### config.mk
export PLATFORM = sky130hd
export DESIGN_NAME = matrix_result_serializer
export DESIGN_NICKNAME = d
export VERILOG_FILES = /design/src/rtl/matrix_result_serializer.sv
export SDC_FILE = /design/constraint.sdc
export NUM_CORES = 1
export LEC_CHECK = 0
export BUFFER_PORTS_ARGS = -buffer_cell sky130_fd_sc_hd__buf_2
export CORE_MARGIN = 4
export CORE_UTILIZATION = 54
export DETAILED_ROUTE_END_ITERATION = 10
export PLACE_DENSITY_LB_ADDON = 0.3
export SLEW_MARGIN = 15
export SYNTH_ARGS = -nofsm -noshare
export SYNTH_HDL_FRONTEND = slang
export SYNTH_SLANG_ARGS = --single-unit
### constraint.sdc
create_clock -name clk -period 11.4 [get_ports clk]
set_clock_uncertainty 0.1 [all_clocks]
set_input_delay 0.57 -clock clk [delete_from_list [all_inputs] [get_ports clk]]
set_output_delay 0.57 -clock clk [all_outputs]
set_load 0.005 [all_outputs]
### src/rtl/matrix_result_serializer.sv
// Captures a completed result matrix on a rising done_in and streams it out
// as little-endian byte triplets over a valid/ready handshake.
module matrix_result_serializer #(
  parameter int NUM_ELEMS = 9,
  parameter int ELEM_W    = 18
) (
  input  logic              clk,
  input  logic              reset,
  input  logic              done_in,
  input  logic [ELEM_W-1:0] C [0:NUM_ELEMS-1],
  output logic [7:0]        out_data,
  output logic              out_valid,
  input  logic              out_ready,
  output logic              out_last,
  output logic              busy,
  output logic              overrun,
  output logic [7:0]        frames_sent
);
  localparam int IDX_W = (NUM_ELEMS > 1) ? $clog2(NUM_ELEMS) : 1;

  typedef enum logic {IDLE = 1'b0, SEND = 1'b1} state_t;

  state_t            state_reg, state_next;
  logic              done_prev_reg;
  logic [IDX_W-1:0]  elem_idx_reg;
  logic [1:0]        byte_idx_reg;
  logic [ELEM_W-1:0] buffer_reg [0:NUM_ELEMS-1];
  logic              overrun_reg;
  logic [7:0]        frames_sent_reg;

  logic              capture;
  logic              start;
  logic              transfer;
  logic              final_byte;
  logic [23:0]       elem_ext;

  assign capture    = done_in & ~done_prev_reg;
  assign start      = (state_reg == IDLE) && capture;
  assign transfer   = out_valid & out_ready;
  assign final_byte = (elem_idx_reg == IDX_W'(NUM_ELEMS - 1)) && (byte_idx_reg == 2'd2);
  // Zero-extend so the third byte carries only the element's upper bits.
  assign elem_ext   = 24'(buffer_reg[elem_idx_reg]);

  always_ff @(posedge clk) begin
    if (reset) begin
      state_reg <= IDLE;
    end else begin
      state_reg <= state_next;
    end
  end

  always_comb begin
    state_next = state_reg;
    if (state_reg == IDLE) begin
      if (capture) state_next = SEND;
    end else begin
      if (transfer && final_byte) state_next = IDLE;
    end
  end

  always_comb begin
    out_valid = 1'b0;
    out_last  = 1'b0;
    out_data  = 8'd0;
    busy      = 1'b0;
    if (state_reg == SEND) begin
      out_valid = 1'b1;
      busy      = 1'b1;
      out_last  = final_byte;
      case (byte_idx_reg)
        2'd0:    out_data = elem_ext[7:0];
        2'd1:    out_data = elem_ext[15:8];
        default: out_data = elem_ext[23:16];
      endcase
    end
  end

  always_ff @(posedge clk) begin
    if (reset) begin
      done_prev_reg   <= 1'b0;
      elem_idx_reg    <= '0;
      byte_idx_reg    <= '0;
      overrun_reg     <= 1'b0;
      frames_sent_reg <= 8'd0;
    end else begin
      done_prev_reg <= done_in;
      // A new result while streaming is dropped, the current frame keeps going.
      if ((state_reg == SEND) && capture) overrun_reg <= 1'b1;
      if (start) begin
        elem_idx_reg <= '0;
        byte_idx_reg <= '0;
      end else if (transfer) begin
        if (byte_idx_reg == 2'd2) begin
          byte_idx_reg <= '0;
          if (final_byte) begin
            elem_idx_reg    <= '0;
            frames_sent_reg <= frames_sent_reg + 8'd1;
          end else begin
            elem_idx_reg <= elem_idx_reg + IDX_W'(1);
          end
        end else begin
          byte_idx_reg <= byte_idx_reg + 2'd1;
        end
      end
    end
  end

  always_ff @(posedge clk) begin
    for (int i = 0; i < NUM_ELEMS; i++) begin
      if (reset) begin
        buffer_reg[i] <= '0;
      end else if (start) begin
        buffer_reg[i] <= C[i];
      end
    end
  end

  assign overrun     = overrun_reg;
  assign frames_sent = frames_sent_reg;

endmodule

## Yosys cells after proc, flatten, opt, wreduce, memory -nomap -nowiden

Memory sizes are Yosys's and may differ from the RTL's. A register that Yosys moved wholly into a read port is not among the register bits.
Cells that the tools add are included.

- Register bits: 17
- Bits in writable memories: 162
- Bits of input ports: 166
- Output and inout port bits: 20
- Word-level logic and storage cells: 60
- Memories: 1

- Add/subtract/negate cells: 3
- Equality and inequality tests: 3
- Muxes and demuxes: 25
- Bitwise operators: 14
- Reductions and logical operators: 8

Memories:

| name | depth | width | read ports | clocked after memory_dff | write ports | line | source |
|---|---|---|---|---|---|---|---|
| buffer_reg | 9 | 18 | 1 | 1 | 9 | 27 | `logic [ELEM_W-1:0] buffer_reg [0:NUM_ELEMS-1];` |

Operators by type and width:

| cell | count |
|---|---|
| $mux W18 | 9 |
| $pmux W8 S2 | 1 |
| $mux W4 | 3 |
| $mux W1 | 10 |
| $or A1 B1 Y1 | 9 |
| $add A8 B1 Y8 const B | 1 |
| $mux W8 | 1 |
| $add A4 B1 Y4 const B | 1 |
| $eq A4 B4 Y1 const B | 1 |
| $logic_and A1 B1 Y1 | 4 |
| $reduce_and A4 Y1 | 1 |
| $not A1 Y1 | 3 |
| $add A2 B1 Y2 const B | 1 |
| $and A1 B1 Y1 | 2 |
| $eq A2 B1 Y1 const B | 1 |
| $eq A2 B2 Y1 const B | 1 |
| $logic_not A2 Y1 | 1 |
| $mux W2 | 1 |
| $reduce_and A2 Y1 | 1 |
| $reduce_or A2 Y1 | 1 |

## Longest topological paths before layout

Gate-level depths: netlist of the first run.

- Depth after elaboration: 7
- Mapped depth: 7
- Gate-level depth less buffers: 6

## Least setup slack after synthesis of the first run

Ideal clock, no wire load.

- Path kind: input-to-reg
- Start: in done_in
- End: mem buffer_reg[0][0], enable pin
- Library setup time: 727 ps
- Arrival time: 8,280 ps
- Data required time: 10,573 ps
- Setup slack: 2,293 ps
- Stages on the path: 2
- Buffers on the path: 0
- Cells stage by stage: nand2_1 > o21bai_1

RTL lines:

| item | line | source |
|---|---|---|
| start, declared | 9 | `input logic done_in,` |
| end, declared | 27 |  |

==> results.rst, run 1 <==
.. list-table::
   :header-rows: 1

   * - Metric
     - Value
   * - Postcts setup bufs
     - 0
   * - CP Launch Type
     - flop
   * - Top Ports
     - 186
   * - Unrepaired setup endpoints after global routing
     - no
   * - Clk_lat worst skew
     - 0.43 ns
   * - Multi-input gate area in the final layout
     - 2846 um^2
   * - Master cell of the clock root buffer
     - clkbuf_16
   * - Floorplan die width
     - 132.2 um
   * - Synthesized netlist cell count
     - 561
   * - Arrival time at the worst endpoint
     - 3.01 ns
   * - Highest fanout seen on the critical path
     - 21
   * - Post-CTS Hold Buffers
     - 0
   * - Tightest Pin Transition
     - 1.128 ns
   * - Setup TNS
     - 0 ns
   * - Critical path endpoint category
     - primary output
   * - Sequential fraction of the synthesis area
     - 63.44%
   * - DR pass1 iterations
     - 5
   * - Number of antenna violations at the first check in global routing
     - 1
   * - Internal portion of total power
     - 0.001160 W
   * - Fraction of power consumed by sequential logic
     - 54.5%
   * - Area share of the largest cell type after synthesis
     - 58.40%
   * - Nets
     - 902
   * - Vias in the first global route
     - 5,098
   * - Synth area leaders
     - edfxtp_1, and2_1, mux4_1, dfxtp_1, mux2i_1
   * - Number of synthesized flops with an enable pin
     - 162
   * - Result of the run
     - completed
   * - Clock network power share
     - 38.4%
   * - Total core area
     - 15,150 um^2
   * - Via density
     - 5.347
   * - Highest-delay cell along the critical path
     - dfxtp_1
   * - Hpwl dp
     - 11,450 um
   * - Flip-flop and latch count after synthesis
     - 183
   * - Hold WS
     - 0.3004 ns
   * - Placer's final routability congestion estimate
     - 0.8270
   * - Leakage power summed over all cells
     - 3.994 nW
   * - Highest cell delay on the worst timing path
     - 1.05 ns
   * - Post-route cell area
     - 9907 um^2
   * - Sw Ratio
     - 20.97%
   * - Sequential Area
     - 5288 um^2
   * - Maximum number of pins on one net before global-route repair
     - 164
   * - Cell type with the highest aggregate area in the netlist
     - edfxtp_1
   * - Sequence of cells on the critical path
     - nor2_1 > a221oi_1 > a21oi_1 > a2111oi_0 > buf_2
   * - Number of rows created at floorplan
     - 45
   * - Clock sink count
     - 183
   * - Total of cells resized after clock tree synthesis
     - 0
   * - HP Class
     - input pin to flop
   * - Area growth from synthesis to final layout
     - 18.92%
   * - Unique masters post-synth
     - 42
   * - Most common cell in the netlist
     - and2_1
   * - Data required time at the worst endpoint
     - 10.73 ns
   * - Min cycle time layout
     - 3.678 ns
   * - Final hold violations
     - 0
   * - CTS H-tree depth
     - 4
   * - Yosys synthesis warning count
     - 0
   * - WS Path Type
     - flop to primary output
   * - Syn Area/Cell
     - 14.85 um^2
   * - Post-Synthesis Net Count
     - 730
   * - Fmax achieved
     - 0.2719 GHz
   * - Number of port buffers
     - 185
   * - Combinational Power Share
     - 7.1%
   * - Overall global routing resource usage
     - 19.19%
   * - Commonest cells in the netlist
     - and2_1, edfxtp_1, mux2i_1, mux4_1, clkbuf_1
   * - Die area
     - 17,480 um^2
   * - Post-synthesis cell area
     - 8330 um^2
   * - Slew HR
     - 24.77%
   * - Post-synth top flop
     - edfxtp_1
   * - Flip-flop count of the largest register, all copies and words added
     - 162
   * - Vias post-DR
     - 4,999
   * - Non-filler instance count after layout
     - 935
   * - Global-route wire length before repair
     - 25,910 um
   * - Post-place instance area
     - 9333 um^2
   * - Remaining antenna violation count after routing
     - 0
   * - Total gr overflow
     - 0
   * - Final setup slack of the worst path
     - 7.722 ns
   * - Switching component of the power
     - 0.0003077 W
   * - Starting utilization of the core area
     - 55.00%
   * - Ratio of final minimum period to clock period
     - 32.27%
   * - VDD IR-drop max
     - 0.0001169 V
   * - Filler Cell Count
     - 1,100
   * - Cell count after placement
     - 902
   * - TritonCTS clock tree
     - built
   * - Share of final-layout standard cells stronger than drive strength 1
     - 32.17%
   * - Clk slew on worst S/H paths
     - 0.07 ns
   * - Final Max Tran Viols
     - 0
   * - Share of flip-flops with an asynchronous set or reset after synthesis
     - 0%
   * - Worst Setup Slack post-DPL
     - 8.115 ns
   * - Max-capacitance violation count
     - 0
   * - WL per Instance
     - 17.88 um
   * - Finish-stage setup viols
     - 0
   * - Vertical die dimension
     - 132.2 um
   * - Power density relative to cell area
     - 148.1 nW/um^2
   * - Total clock buffers created by CTS
     - 17
   * - Starting DRT DRC Count
     - 433
   * - Drt drc
     - 0
   * - Wire length reported by the detailed router
     - 16,720 um
   * - Bufs on Longest Clock Path
     - 2
[layout by cell type, fill, tap and decap left out, drive strengths merged, types with 3 or more instances in the layout]
master,count
mux2,12
a21oi,10
o22ai,6
edfxtp,162
nand3,5
inv,5
clkbuf,19
nor2,14
nor2b,5
nand2,20
dfxtp,21
clkinv,6
ha,3
o21ai,6
mux2i,26
mux4,30
and2,164
xnor2,4
buf,188
a31oi,3
or3,3
clkinvlp,4
[area by class of cell]
class / count / area share, %
Antenna cell: 1 / 0.02526
Clock buffer: 19 / 4.370
Clock inverter: 13 / 1.326
Inverter: 4 / 0.1516
Multi-Input combinational cell: 339 / 28.73
Sequential cell: 183 / 53.37
Tap cell: 188 / 2.374
Timing Repair Buffer: 188 / 9.649
[routing by layer]
metal | up-vias | GRT usage [%] | share of wire (%)
met3 | 25 | 4.924 | 6.1
met5 | - | 0 | 0
met1 | 2373 | 24.75 | 42
met4 | 0 | 7.217 | 1.8
met2 | 185 | 31.61 | 50
li1 | 2416 | - | -
[logic make-up after synthesis]
| family | after synthesis | synth area share (%) |
|---|---|---|
| flops | 183 | 63.44 |
| xor+xnor | 6 | 0.6308 |
| mux | 68 | 13.94 |
| compound gates | 36 | 2.734 |
| fa+ha+maj | 3 | 0.4506 |
| buf+inv | 39 | 2.598 |
| simple gates | 226 | 16.21 |
[power by group through the flow]
stage               Clock (W)  Sequential [W]  Combinational (W)
floorplan                   0        0.000819          0.0000597
global placement            0        0.000812           0.000102
detailed placement          0        0.000815           0.000105
CTS                  0.000572        0.000801           0.000106
global route         0.000598        0.000805           0.000115
finish               0.000563        0.000800           0.000104
[critical path: cells and delay by family (launching register included)]
family | cells | cell delay, ns
flops | 1 | 1.05
compound gates | 3 | 1.06
simple gates | 1 | 0.24
buf+inv | 1 | 0.21
[path summary, 6_finish.rpt]
check / start / endpoint / slack [ns] / depth (start not counted)
min: done_in / done_prev_reg / 0.30 / 2
max: flop / out_data[0] / 7.72 / 5
max reg2reg: state_reg / buffer_reg[5][16] / 8.68 / 3
min reg2reg: overrun / overrun / 0.39 / 2
[stage by stage]
step / power [W] / utilization [%]
floorplan: 0.0008792 / -
global placement: 0.0009134 / 61.62
detailed placement: 0.0009201 / 61.62
CTS: 0.001479 / 65.34
global route: 0.001518 / 65.41
finish: 0.001468 / 65.41
No activity file was read; power rests on OpenSTA's default activity.
==> inputs of run 2 (changes only) <==
--- a/config.mk
+++ b/config.mk
@@ -5,9 +5,10 @@
 export SDC_FILE = /design/constraint.sdc
 export NUM_CORES = 1
 export LEC_CHECK = 0
+export ABC_AREA = 1
 export BUFFER_PORTS_ARGS = -buffer_cell sky130_fd_sc_hd__buf_2
 export CORE_MARGIN = 4
-export CORE_UTILIZATION = 54
+export CORE_UTILIZATION = 50
 export DETAILED_ROUTE_END_ITERATION = 10
 export PLACE_DENSITY_LB_ADDON = 0.3
 export SLEW_MARGIN = 15
==> constraint.sdc (replaced) <==
create_clock -name clk -period 3 [get_ports clk]
set_clock_uncertainty 0.1 [all_clocks]
set_input_delay 0.15 -clock clk [delete_from_list [all_inputs] [get_ports clk]]
set_output_delay 0.15 -clock clk [all_outputs]
set_load 0.005 [all_outputs]
==> results.rst, run 2 <==
.. list-table::
   :header-rows: 1

   * - Metric
     - Value
   * - Post-Synthesis Net Count
     - 1,185 (was 730)
   * - Flip-flop count of the largest register, all copies and words added
     - 162 (unchanged)
   * - Final hold violations
     - 0 (unchanged)
   * - CTS H-tree depth
     - 4 (unchanged)
   * - Vias in the first global route
     - 7,984 (was 5,098)
   * - Via density
     - 4.928 (was 5.347)
   * - Maximum number of pins on one net before global-route repair
     - 73 (was 164)
   * - Clk slew on worst S/H paths
     - 0.07 ns (about the same)
   * - Commonest cells in the netlist
     - inv_1, nand2_1, nor2_1, edfxtp_1, nand3_1 (was and2_1, edfxtp_1, mux2i_1, mux4_1, clkbuf_1)
   * - Arrival time at the worst endpoint
     - 2.29 ns (was 3.01 ns)
   * - Number of synthesized flops with an enable pin
     - 162 (unchanged)
   * - Vertical die dimension
     - 142.0 um (was 132.2 um)
   * - DR pass1 iterations
     - 6 (was 5)
   * - Top cell by count, worst path
     - nand3_1
   * - Placer's final routability congestion estimate
     - 0.8892 (was 0.8270)
   * - Synth area leaders
     - edfxtp_1, inv_1, nand2_1, nor2_1, nand3_1 (was edfxtp_1, and2_1, mux4_1, dfxtp_1, mux2i_1)
   * - Bufs on Longest Clock Path
     - 2 (unchanged)
   * - HP Class
     - flop to flop (was input pin to flop)
   * - Number of port buffers
     - 185 (unchanged)
   * - Tightest Pin Transition
     - 0.8420 ns (was 1.128 ns)
   * - Cell type with the highest aggregate area in the netlist
     - edfxtp_1 (unchanged)
   * - TritonCTS clock tree
     - built (unchanged)
   * - Unique masters post-synth
     - 33 (was 42)
   * - Share of final-layout standard cells stronger than drive strength 1
     - 18.84% (was 32.17%)
   * - Clk_lat worst skew
     - 0.43 ns (about the same)
   * - Total gr overflow
     - 0 (unchanged)
   * - Critical path endpoint category
     - primary output (unchanged)
   * - Remaining antenna violation count after routing
     - 0 (unchanged)
   * - Die area
     - 20,170 um^2 (was 17,480 um^2)
   * - Result of the run
     - completed (unchanged)
   * - Max-capacitance violation count
     - 0 (unchanged)
   * - Floorplan die width
     - 142.0 um (was 132.2 um)
   * - Hpwl dp
     - 15,100 um (was 11,450 um)
   * - Nets
     - 1,520 (was 902)
   * - Sequential fraction of the synthesis area
     - 58.85% (was 63.44%)
   * - Global-route wire length before repair
     - 40,410 um (was 25,910 um)
   * - Finish-stage setup viols
     - 0 (unchanged)
   * - Highest-delay cell along the critical path
     - buf_4 (was dfxtp_1)
   * - CP Launch Type
     - flop (unchanged)
   * - Flip-flop and latch count after synthesis
     - 183 (unchanged)
   * - WL per Instance
     - 16.24 um (was 17.88 um)
   * - Starting utilization of the core area
     - 51.38% (was 55.00%)
   * - Area growth from synthesis to final layout
     - 36.73% (was 18.92%)
   * - Master cell of the clock root buffer
     - clkbuf_16 (unchanged)
   * - Post-route cell area
     - 12,280 um^2 (was 9907 um^2)
   * - Unrepaired setup endpoints after global routing
     - no (unchanged)
   * - Final Max Tran Viols
     - 0 (unchanged)
   * - Slew HR
     - 43.80% (was 24.77%)
   * - Number of antenna violations at the first check in global routing
     - 0 (was 1)
   * - Antenna fix cells
     - 0 (was 1)
   * - Highest fanout seen on the critical path
     - 46 (was 21)
   * - Most used cells in the layout excluding fill and tap cells
     - inv_1, nand2_1, nor2_1 (was buf_2, and2_1, edfxtp_1)
   * - Clock sink count
     - 183 (unchanged)
   * - Number of rows created at floorplan
     - 48 (was 45)
   * - Post-place instance area
     - 10,050 um^2 (was 9333 um^2)
   * - Leakage power summed over all cells
     - 5.972 nW (was 3.994 nW)
   * - Fmax achieved
     - 0.3938 GHz
   * - Setup TNS
     - 0 ns (unchanged)
   * - Starting DRT DRC Count
     - 747 (was 433)
   * - Total core area
     - 17,480 um^2 (was 15,150 um^2)
   * - Area share of the largest cell type after synthesis
     - 54.17% (was 58.40%)
   * - Share of flip-flops with an asynchronous set or reset after synthesis
     - 0% (unchanged)
   * - Non-filler instance count after layout
     - 1,589 (was 935)
   * - Total of cells resized after clock tree synthesis
     - 0 (unchanged)
   * - Reg-to-reg slack, setup
     - 0.77 ns (was 8.68 ns)
   * - Wire length reported by the detailed router
     - 25,810 um (was 16,720 um)
   * - Yosys synthesis warning count
     - 0 (unchanged)
   * - Synthesized netlist cell count
     - 1,016 (was 561)
   * - Most common cell in the netlist
     - inv_1 (was and2_1)
   * - Ratio of final minimum period to clock period
     - 84.65%
   * - Highest cell delay on the worst timing path
     - 0.45 ns (was 1.05 ns)
   * - Sequence of cells on the critical path
     - buf_4 > nand2_1 > nand3_1 > nand3_1 > nand3_1 > nand2_1 > a21oi_1 > buf_2 (was nor2_1 > a221oi_1 > a21oi_1 > a2111oi_0 > buf_2)
   * - WS Path Type
     - flop to primary output (unchanged)
   * - Data required time at the worst endpoint
     - 2.75 ns (was 10.73 ns)
   * - Post-synthesis cell area
     - 8980 um^2 (was 8330 um^2)
   * - Most common library cell in the layout ignoring fill and taps
     - inv_1 (was buf_2)
   * - Overall global routing resource usage
     - 26.03% (was 19.19%)
   * - VDD IR-drop max
     - 0.0004018 V (was 0.0001169 V)
   * - Syn Area/Cell
     - 8.838 um^2 (was 14.85 um^2)
   * - Drt drc
     - 0 (unchanged)
   * - Vias post-DR
     - 7,831 (was 4,999)
   * - Total clock buffers created by CTS
     - 17 (unchanged)
   * - Cell count after placement
     - 1,391 (was 902)
   * - Min cycle time layout
     - 2.540 ns
   * - Top Ports
     - 186 (unchanged)
   * - Post-synth top flop
     - edfxtp_1 (unchanged)
   * - Power density relative to cell area
     - 482.3 nW/um^2 (was 148.1 nW/um^2)
==> run 2: cell count changes in the layout (fill, tap and decap cells not counted), sizes merged, moves of 12 or more <==
cell,previous run,this run
inv,5,219
nand2,20,196
mux2,12,0
nand3,5,126
and2,164,0
buf,188,200
mux2i,26,0
dlygate4sd3,0,166
mux4,30,0
nor2,14,203
==> run 2: layout make-up <==
class | count | area (um^2)
repair buffers | 366 | 2788
fillers | 1214 | 5199
clock buffers | 17 | 425.4
well taps | 225 | 281.5
flip-flops and latches | 183 | 5286
multi-input cells | 571 | 2547
inverters | 212 | 805.8
clock inverters | 15 | 143.9
==> run 2: kinds of logic (layout without fill, tap and decap cells) <==
logic type	after synthesis	in the layout	synth area share [%]
xor+xnor	4	4	0.3902
simple gates	538	538	25.87
compound gates	26	26	1.505
flops	183	183	58.85
buf+inv	262	610	12.96
fa+ha+maj	3	3	0.4180
==> run 2: where the power goes <==
| group | total, W | switching [W] | internal (W) |
|---|---|---|---|
| logic | 0.000703 | 0.000366 | 0.000337 |
| clock network | 0.00218 | 0.00101 | 0.00116 |
| registers | 0.00304 | 0.0000566 | 0.00298 |
| total | 0.00592 | 0.00144 | 0.00448 |
==> run 2: final timing paths <==
check,start,endpoint,cells after the start
min,overrun,overrun,1
min reg2reg,overrun,overrun,1
max,flop,out_data[4],8
max reg2reg,state_reg,buffer_reg[1][11],4
==> run 2: critical path: cells and delay by family (launching register included) <==
| kind | cells | cell delay [ns] |
|---|---|---|
| buffers and inverters | 2 | 0.60 |
| and+or+nand+nor | 5 | 0.65 |
| DFF | 1 | 0.37 |
| AOI/OAI and AO/OA | 1 | 0.21 |
==> run 2: stage by stage <==
step | setup slack [ns] | power (W) | utilization [%] | hold slack (ns)
2_1_floorplan | 0.5492 | 0.003370 | - | 0.1746
3_3_place_gp | 0.8597 | 0.003593 | 57.49 | 0.3045
3_5_place_dp | 0.8142 | 0.003603 | 57.49 | 0.3115
4_1_cts | 0.5505 | 0.005900 | 70.25 | 0.3742
5_1_grt | 0.3365 | 0.006118 | 70.25 | 0.4078
6_report | 0.4605 | 0.005922 | 70.25 | 0.3702
==> run 2: per-layer routing <==
metal  track usage (%)  vias to the layer above  wire length (um)  part of all wire [%]
li1                  -                     3814                 -                     -
met5                 0                        -                 0                     0
met4             10.25                        0               873                   3.4
met2             43.38                      392             12690                    49
met3             5.813                       73              2021                   7.8
met1             33.25                     3552             10220                    40
==> run 2: what timing repair did <==
item,CTS,global route
hold buffers,166,0
setup buffers,0,0
endpoints found under the setup margin,0,0
hold endpoints to repair,171,0
